<file path="src/rtl/spi_pkg.sv">
// Shared types and helpers for the SPI master arbiter slice.
package spi_pkg;

   typedef enum logic [1:0] {
      IDLE = 2'd0,
      XFER = 2'd1,
      HOLD = 2'd2
   } arb_state_t;

   // Index of the set bit in a one-hot vector of up to 8 clients; 0 when empty.
   function automatic logic [2:0] onehot_to_index(input logic [7:0] oh);
      logic [2:0] r;
      r = '0;
      for (int unsigned i = 0; i < 8; i++) begin
         if (oh[i]) r = r | 3'(i);
      end
      return r;
   endfunction

endpackage

</file>
<file path="src/rtl/spi_master_arbiter_if.sv">
// Client-side and SPI-master-side handshake bundle of the arbiter.
interface spi_master_arbiter_if #(
   parameter int unsigned SPI_DATA_WIDTH = 8,
   parameter int unsigned NUM_REQUESTERS = 4
);
   logic [NUM_REQUESTERS-1:0]                i_req;
   logic [NUM_REQUESTERS*SPI_DATA_WIDTH-1:0] i_data;
   logic [NUM_REQUESTERS-1:0]                i_last;
   logic [NUM_REQUESTERS-1:0]                o_ack;
   logic [SPI_DATA_WIDTH-1:0]                o_rx_data;
   logic [NUM_REQUESTERS-1:0]                o_grant;
   logic                                     o_busy;
   logic                                     o_spi_enable;
   logic [SPI_DATA_WIDTH-1:0]                o_spi_data;
   logic [SPI_DATA_WIDTH-1:0]                i_spi_data;
   logic                                     i_spi_done;
   logic                                     i_spi_busy;

   // Arbiter side
   modport master (
      input  i_req, i_data, i_last, i_spi_data, i_spi_done, i_spi_busy,
      output o_ack, o_rx_data, o_grant, o_busy, o_spi_enable, o_spi_data
   );

   // Clients plus SPI master side
   modport slave (
      output i_req, i_data, i_last, i_spi_data, i_spi_done, i_spi_busy,
      input  o_ack, o_rx_data, o_grant, o_busy, o_spi_enable, o_spi_data
   );
endinterface

</file>
<file path="src/rtl/spi_rr_arbiter.sv">
// Combinational round-robin pick: first requester at or after ptr+1, modulo N.
module spi_rr_arbiter
   import spi_pkg::*;
#(
   parameter int unsigned N  = 4,
   parameter int unsigned IW = $clog2(N)
) (
   input  logic [N-1:0]  req,
   input  logic [IW-1:0] ptr,
   output logic [N-1:0]  grant,
   output logic [IW-1:0] idx
);

   logic [IW-1:0] k;
   logic          found;

   always_comb begin
      grant = '0;
      found = 1'b0;
      k     = '0;
      for (int unsigned i = 1; i <= N; i++) begin
         k = IW'((32'(ptr) + i) % N);
         if (req[k] && !found) begin
            grant[k] = 1'b1;
            found    = 1'b1;
         end
      end
   end

   assign idx = IW'(onehot_to_index(8'(grant)));

endmodule

</file>
<file path="src/rtl/spi_master_arbiter.sv">
// Round-robin arbiter sharing one SPI master among clients, with burst locking and hold timeout.
module spi_master_arbiter
   import spi_pkg::*;
#(
   parameter int unsigned SPI_DATA_WIDTH = 8,
   parameter int unsigned NUM_REQUESTERS = 4,
   parameter int unsigned HOLD_TIMEOUT   = 64
) (
   input logic                  i_clock,
   input logic                  i_reset,
   spi_master_arbiter_if.master bus
);

   localparam int unsigned IW = $clog2(NUM_REQUESTERS);
   localparam int unsigned CW = $clog2(HOLD_TIMEOUT);

   arb_state_t                state;
   logic [IW-1:0]             ptr;
   logic [IW-1:0]             gidx;
   logic                      last_q;
   logic [CW-1:0]             cnt;
   logic [NUM_REQUESTERS-1:0] pick_grant;
   logic [IW-1:0]             pick_idx;

   spi_rr_arbiter #(
      .N  (NUM_REQUESTERS),
      .IW (IW)
   ) u_rr (
      .req   (bus.i_req),
      .ptr   (ptr),
      .grant (pick_grant),
      .idx   (pick_idx)
   );

   always_ff @(posedge i_clock or posedge i_reset) begin
      if (i_reset) begin
         state            <= IDLE;
         ptr              <= IW'(NUM_REQUESTERS-1);
         gidx             <= '0;
         last_q           <= 1'b0;
         cnt              <= '0;
         bus.o_ack        <= '0;
         bus.o_rx_data    <= '0;
         bus.o_grant      <= '0;
         bus.o_busy       <= 1'b0;
         bus.o_spi_enable <= 1'b0;
         bus.o_spi_data   <= '0;
      end else begin
         bus.o_ack <= '0;
         case (state)
            IDLE: begin
               if (|bus.i_req && !bus.i_spi_busy) begin
                  state            <= XFER;
                  gidx             <= pick_idx;
                  bus.o_grant      <= pick_grant;
                  bus.o_spi_data   <= bus.i_data[pick_idx*SPI_DATA_WIDTH +: SPI_DATA_WIDTH];
                  last_q           <= bus.i_last[pick_idx];
                  bus.o_spi_enable <= 1'b1;
                  bus.o_busy       <= 1'b1;
               end
            end
            XFER: begin
               if (bus.i_spi_done) begin
                  bus.o_spi_enable <= 1'b0;
                  bus.o_rx_data    <= bus.i_spi_data;
                  bus.o_ack        <= bus.o_grant;
                  cnt              <= '0;
                  if (last_q) begin
                     state       <= IDLE;
                     bus.o_grant <= '0;
                     bus.o_busy  <= 1'b0;
                     ptr         <= gidx;
                  end else begin
                     state <= HOLD;
                  end
               end
            end
            HOLD: begin
               // The ack cycle only counts time; the owner's request is judged from the next cycle.
               if (cnt == CW'(HOLD_TIMEOUT-1) || (!(|bus.o_ack) && !bus.i_req[gidx])) begin
                  state       <= IDLE;
                  bus.o_grant <= '0;
                  bus.o_busy  <= 1'b0;
                  ptr         <= gidx;
               end else if (!(|bus.o_ack) && !bus.i_spi_busy) begin
                  state            <= XFER;
                  bus.o_spi_data   <= bus.i_data[gidx*SPI_DATA_WIDTH +: SPI_DATA_WIDTH];
                  last_q           <= bus.i_last[gidx];
                  bus.o_spi_enable <= 1'b1;
               end else begin
                  cnt <= cnt + 1'b1;
               end
            end
            default: begin
               state            <= IDLE;
               bus.o_grant      <= '0;
               bus.o_busy       <= 1'b0;
               bus.o_spi_enable <= 1'b0;
            end
         endcase
      end
   end

endmodule

</file>
<file path="src/flat_wrapper.sv">
// flat-port wrapper written by rule: the top's interface ports become plain ports
module spi_master_arbiter_flat import spi_pkg::*;
#(
   parameter int unsigned SPI_DATA_WIDTH = 8,
   parameter int unsigned NUM_REQUESTERS = 4,
   parameter int unsigned HOLD_TIMEOUT   = 64
)
  (i_clock, i_reset, bus_i_req, bus_i_data, bus_i_last, bus_i_spi_data, bus_i_spi_done, bus_i_spi_busy, bus_o_ack, bus_o_rx_data, bus_o_grant, bus_o_busy, bus_o_spi_enable, bus_o_spi_data);
  spi_master_arbiter_if #(.SPI_DATA_WIDTH(SPI_DATA_WIDTH), .NUM_REQUESTERS(NUM_REQUESTERS)) bus_i ();
  input logic i_clock;
  input logic i_reset;
  input wire logic [$bits(bus_i.i_req)-1:0] bus_i_req;
  input wire logic [$bits(bus_i.i_data)-1:0] bus_i_data;
  input wire logic [$bits(bus_i.i_last)-1:0] bus_i_last;
  input wire logic [$bits(bus_i.i_spi_data)-1:0] bus_i_spi_data;
  input wire logic [$bits(bus_i.i_spi_done)-1:0] bus_i_spi_done;
  input wire logic [$bits(bus_i.i_spi_busy)-1:0] bus_i_spi_busy;
  output wire logic [$bits(bus_i.o_ack)-1:0] bus_o_ack;
  output wire logic [$bits(bus_i.o_rx_data)-1:0] bus_o_rx_data;
  output wire logic [$bits(bus_i.o_grant)-1:0] bus_o_grant;
  output wire logic [$bits(bus_i.o_busy)-1:0] bus_o_busy;
  output wire logic [$bits(bus_i.o_spi_enable)-1:0] bus_o_spi_enable;
  output wire logic [$bits(bus_i.o_spi_data)-1:0] bus_o_spi_data;
  assign bus_i.i_req = bus_i_req;
  assign bus_i.i_data = bus_i_data;
  assign bus_i.i_last = bus_i_last;
  assign bus_i.i_spi_data = bus_i_spi_data;
  assign bus_i.i_spi_done = bus_i_spi_done;
  assign bus_i.i_spi_busy = bus_i_spi_busy;
  assign bus_o_ack = bus_i.o_ack;
  assign bus_o_rx_data = bus_i.o_rx_data;
  assign bus_o_grant = bus_i.o_grant;
  assign bus_o_busy = bus_i.o_busy;
  assign bus_o_spi_enable = bus_i.o_spi_enable;
  assign bus_o_spi_data = bus_i.o_spi_data;
  spi_master_arbiter #(.SPI_DATA_WIDTH(SPI_DATA_WIDTH), .NUM_REQUESTERS(NUM_REQUESTERS), .HOLD_TIMEOUT(HOLD_TIMEOUT)) u_core (.i_clock(i_clock), .i_reset(i_reset), .bus(bus_i));
endmodule
</file>
<file path="config.mk">
export PLATFORM = sky130hd
export DESIGN_NAME = spi_master_arbiter_flat
export DESIGN_NICKNAME = d
export VERILOG_FILES = /design/src/rtl/spi_pkg.sv /design/src/rtl/spi_master_arbiter_if.sv /design/src/rtl/spi_rr_arbiter.sv /design/src/rtl/spi_master_arbiter.sv /design/src/flat_wrapper.sv
export SDC_FILE = /design/constraint.sdc
export NUM_CORES = 1
export LEC_CHECK = 0
export CORE_MARGIN = 8
export CORE_UTILIZATION = 42
export CTS_CLUSTER_DIAMETER = 60
export DETAILED_ROUTE_END_ITERATION = 16
export PLACE_DENSITY = 0.86
export SLEW_MARGIN = 15
export SYNTH_ARGS = -nofsm -noshare
export SYNTH_HDL_FRONTEND = slang
export SYNTH_HIERARCHICAL = 1
export SYNTH_SLANG_ARGS = --single-unit
</file>
<file path="constraint.sdc">
create_clock -name i_clock -period 3.3 [get_ports i_clock]
set_input_delay 0.825 -clock i_clock [delete_from_list [all_inputs] [get_ports i_clock]]
set_output_delay 0.825 -clock i_clock [all_outputs]
set_load 0.01 [all_outputs]
</file>
# After elaboration in Yosys (flattened, before gate mapping)
# Cells that the tools add are included.
# word_totals
out_inout_bits	26
in_bits	52
word_cells	142
reg_bits	39
# classes
n_lt_le_gt_ge	10
bitwise_logic	3
eq_ne	11
shifts	2
mux	70
add_sub_neg	5
reduce_logical	30
# ops
op	n
$shiftx A32 B6 Y8	2
$mux W4	10
$mux W1	25
$mux W8	3
$mux W2	10
$reduce_and A4 Y1	5
$lt A2 B3 Y1 const B	6
$mux W6	3
$pmux W8 S2	1
$bmux W1 S2	7
$or A4 B4 Y4	3
$pmux W4 S3	1
$pmux W6 S2	1
$logic_and A1 B1 Y1	10
$demux W1 S2	4
$ge A2 B1 Y1 const B	4
$ne A2 B1 Y1 const B	4
$reduce_or A4 Y1	2
$add A6 B1 Y6 const B	1
$eq A6 B6 Y1 const B	1
$logic_not A1 Y1	6
$ne A2 B2 Y1 const B	3
$pmux W1 S3	2
$pmux W2 S3	1
12 further kinds	16

# Longest topological paths before layout
# logic_depth
ltp_word	20
mapped_depth	12
mapped_depth_nobuf	10

# Modules after synthesis
# The synthesis kept the hierarchy.
# modules_own_cells
module	cells_each	seq_area_each_um2	instances	area_per_inst_um2
spi_master_arbiter	173	978.4	1	2043.2
spi_rr_arbiter	44	0.0	1	411.6

# Worst setup path after synthesis
# OpenSTA, ideal clock, no wires.
# synth_path
kind	register to register
startpoint	register u_core.ptr[0]
endpoint	register u_core.bus.o_spi_data[0]
n_path_buf	1
t_required_ns	3.224
setup_time_ns	0.076
stages_incl_launch_ff	11
synth_period_minus_slack_ns	3.244
slack_ns	0.056
t_arrival_ns	3.167
cell_sequence	dfstp_2 -> inv_1 -> ha_1 -> mux4_2 -> a22o_1 -> a211o_1 -> mux2i_4 -> buf_6 -> mux2i_1 -> mux2_1 -> o21ai_1
# synth_between
word_cells_on_any_way	54
classes_between	4 x add/sub; 8 x order compare; 1 x shift; 28 x mux; 3 x bitwise; 10 x reduce/logical
# synth_lines
element	line	rtl
start, declared	spi_master_arbiter.sv:18	logic [IW-1:0] ptr;
start signal, assigned	spi_master_arbiter.sv:38	ptr <= IW'(NUM_REQUESTERS-1);
start signal, assigned	spi_master_arbiter.sv:72	ptr <= gidx;
start signal, assigned	spi_master_arbiter.sv:84	ptr <= gidx;
parallel branches: the longest is 12 deep, another holds $lt A2 B3 Y1	n/a	
$mux W4 (*)	spi_rr_arbiter.sv:23	if (req[k] && !found) begin
$mux W2	spi_pkg.sv:15	if (oh[i]) r = r | 3'(i);
$mux W2 (*)	spi_pkg.sv:15	
named net u_core.pick_idx[1]	spi_master_arbiter.sv:23	logic [IW-1:0] pick_idx;
$shiftx A32 B6 Y8 (*)	spi_master_arbiter.sv:56	bus.o_spi_data <= bus.i_data[pick_idx*SPI_DATA_WIDTH +: SPI_DATA_WIDTH];
$mux W8 (*)	spi_master_arbiter.sv:52	if (|bus.i_req && !bus.i_spi_busy) begin
$pmux W8 S2 (*)	spi_master_arbiter.sv:50	case (state)
end signal, assigned	spi_master_arbiter.sv:56	
end signal, assigned	spi_master_arbiter.sv:87	bus.o_spi_data <= bus.i_data[gidx*SPI_DATA_WIDTH +: SPI_DATA_WIDTH];
end, declared	spi_master_arbiter_if.sv:22	output o_ack, o_rx_data, o_grant, o_busy, o_spi_enable, o_spi_data
# Mark *: on every way through the listed nets, which the timed path passes. The select of a mux whose other input is x is not followed.
# A chain may end at the register's enable or synchronous reset.

# Worst setup path in the final report
# layout_path
startpoint	register u_core.ptr[0]
endpoint	register u_core.bus.o_spi_data[1]
# Same word-level chain as after synthesis.

==> flow_summary.ini <==
[global_routing]
grt.total_usage_pct = 14.88
grt_first_pass_wirelength_microns = 10390
antenna_found_initial = 0
grt_pass1_vias = 2216
grt_max_degree = 40
overflow = 0

[yosys]
synth_cell_types = 51
synth_edf_count = 0
synth_seq_cells = 39
async_reset_ff_share_pct = 100.0
syn_area_per_cell_sq_um = 11.31
synth_compound_area_share_pct = 15.60
synth_area_sq_mm = 0.002455
yosysSeqAreaShare_pct = 39.86
synth_top_family_by_area = multiplexers
syn_inst = 217
synth_warnings = 6
synthesis.nets = 278
yosys_most_used_dff = dfrtp_1
synthAdderAreaFrac_pct = 4.587
yosys.area_share.simple_pct = 12.84
synth_xor_area_share_pct = 0
synthMuxAreaShare_pct = 24.16

[critical_path]
path_class = flop to flop
rr_worst_depth = 10
required_ns = 3.52
cp_slowest_cell = mux4_2
critPathArrivalTime_ns = 3.36
critPathLaunch = u_core/ptr[0]
crit_end = u_core/bus.o_spi_data[1]
startpoint_type = flop
crit_path_max_incr_delay_ns = 0.56
path_cells = inv_1, ha_4, mux4_2, a22o_1, a211o_1, mux2i_4, clkbuf_16, mux2i_1, mux2_1, o21ai_1
crit_fanout = 8
r2r_end = u_core/bus.o_spi_data[1]
endpoint_kind = flop
rr_startpoint = u_core/ptr[0]
r2r_setup_slack_ns = 0.16

[cells_and_area]
insertedDiodeCount = 0
drive_gt1_share_pct = 19.11
stdcell_area_sq_mm = 0.003581
fill_cells = 493
final_util_pct = 61.95
layout_commonest_cell = clkdlybuf4s50_1
layout_common_cells = clkdlybuf4s50_1, dfrtp_1, nand2_1, o21ai_1
syn_to_final_growth_pct = 45.87
fin_cells = 389
nNetsFinal = 374

[timing]
fin_skew_ns = 0.007168
finalHoldViolCount = 0
tightest_slew_ns = 0.7846
layout_setup_ws_ns = 0.1597
rsz0062_at_grt = false
fin_crit_sh_pct = 95.16
fmax_mhz = 318.4
period_minus_slack_ns = 3.140
slew_headroom_pct = 47.26
hold_ws_ns = 0.4850
final_max_slew_viol_count = 0
fin_setup_tns_ns = 0
setup-violations-final = 0

[outcome]
outcome = complete, no violations

[power_and_ir_drop]
p_leak_nw = 1.576
cellPowerDensity_mw_per_mm2 = 1057
p_total_mw = 3.783
ir_worst_vdd_mv = 0.6024

[min_path]
hold_start = u_core/bus.o_busy
hp-class = flop to flop

[drt]
first_pass_iters = 4
drc_errors = 0
viasPerCell = 5.339
routed_wl_microns = 6340
vias = 2077
wirelength_met1_microns = 2648
wl_per_cell_microns = 16.30
drt_iter0_drc = 48
met3WireLength_microns = 465
top_layer = met4
final_antenna_net_count = 0
routed-wl-met2_microns = 3127

[clocking]
cts_buffers = 5
cts.sinks = 39
htree_levels = 2
clk_pin_slew_ns = 0.08
cts_root_buffer = clkbuf_8
clock_latency_ns = 0.29
clockBufferDepth = 2
cts_tree = yes

[placed_design]
portBuffers = 77
placed_cell_area_sq_mm = 0.003413
dp_cells = 379
place_congestion = 0.8537
preCtsSetupSlack_ns = -0.2225
hpwl_microns = 5007

[die]
die_y_microns = 92.45
fp.dieW_microns = 92.45
fp.coreArea_sq_mm = 0.005781
die_area_sq_mm = 0.008547
io_pins = 78
initial_core_util_pct = 42.47
row_count = 28

[run]
cap_violations = 0
where the power goes:
part	internal (mW)	switching, mW	total (mW)
registers	0.682	0.161	0.843
logic	1.44	1.10	2.54
clock network	0.225	0.175	0.400
cells in the mapped netlist, types with 6 or more instances:
master	instances	area (sq um)
inv_1	7	26.28
a22o_1	6	52.55
nand2_1	18	67.56
ha_1	9	112.6
mux2i_1	17	170.2
o21ai_1	18	90.09
dfrtp_1	37	925.9
mux2_1	8	90.09
nor2_1	9	33.78
mux4_2	6	135.1
o21ai_0	6	30.03
mux2_2	12	135.1
state kept, by name, indices dropped and copies added (netlist names), 2 cells and up:
signal and count:
u_core/gidx 2, u_core/state 2, u_core/bus.o_grant 4, u_core/ptr 2, u_core/cnt 6, u_core/bus.o_rx_data 8, u_core/bus.o_spi_data 8, u_core/bus.o_ack 4
repair_timing:
action | in CTS | in global routing
resized for setup | 0 | 5
hold buffers | 0 | 0
buffers inserted | 0 | 1
setup endpoints to repair | 0 | 8
worst max-delay path: cells and delay by family, from the launching register on:
kind,cells,cell delay (ns)
flip-flops,1,0.54
buffers and inverters,2,0.31
multiplexers,4,1.16
adder cells (fa/ha/maj),1,0.30
AO/OA/AOI/OAI,3,0.76
routing by layer:
| layer | vias to the layer above | GRT usage [%] |
|---|---|---|
| met2 | 73 | 24.43 |
| met1 | 986 | 17.48 |
| met3 | 11 | 5.340 |
| li1 | 1007 | - |
| met4 | 0 | 5.503 |
| met5 | - | 0 |
logic make-up (layout without fill, tap and decap cells):
group / count (synthesis) / after routing
AO/OA/AOI/OAI: 52 / 52
adder cells (fa/ha/maj): 9 / 9
buffers and inverters: 14 / 111
flip-flops: 39 / 39
multiplexers: 46 / 46
AND/OR/NAND/NOR: 57 / 57
area by class of cell:
cell class                 count  area [sq um]  share of cell area (%)
tap                           75         93.84                   2.621
multi-input combinational    164          1416                   39.55
sequential                    39         978.4                   27.32
inverter                       7         26.28                  0.7338
clock inverter                 3         43.79                   1.223
timing repair buffer          96         953.4                   26.62
clock buffer                   5         68.82                   1.922
worst min-delay path by stage:
stage / to / cells after the start
after global routing: u_core/bus.o_spi_data[4] / 2
after detailed placement: u_core/bus.o_busy / 1
final: u_core/bus.o_busy / 1
after global placement: u_core/bus.o_spi_data[4] / 2
after floorplan: u_core/cnt[5] / 1
after CTS: u_core/bus.o_busy / 1
No activity file was read; power rests on OpenSTA's default activity.
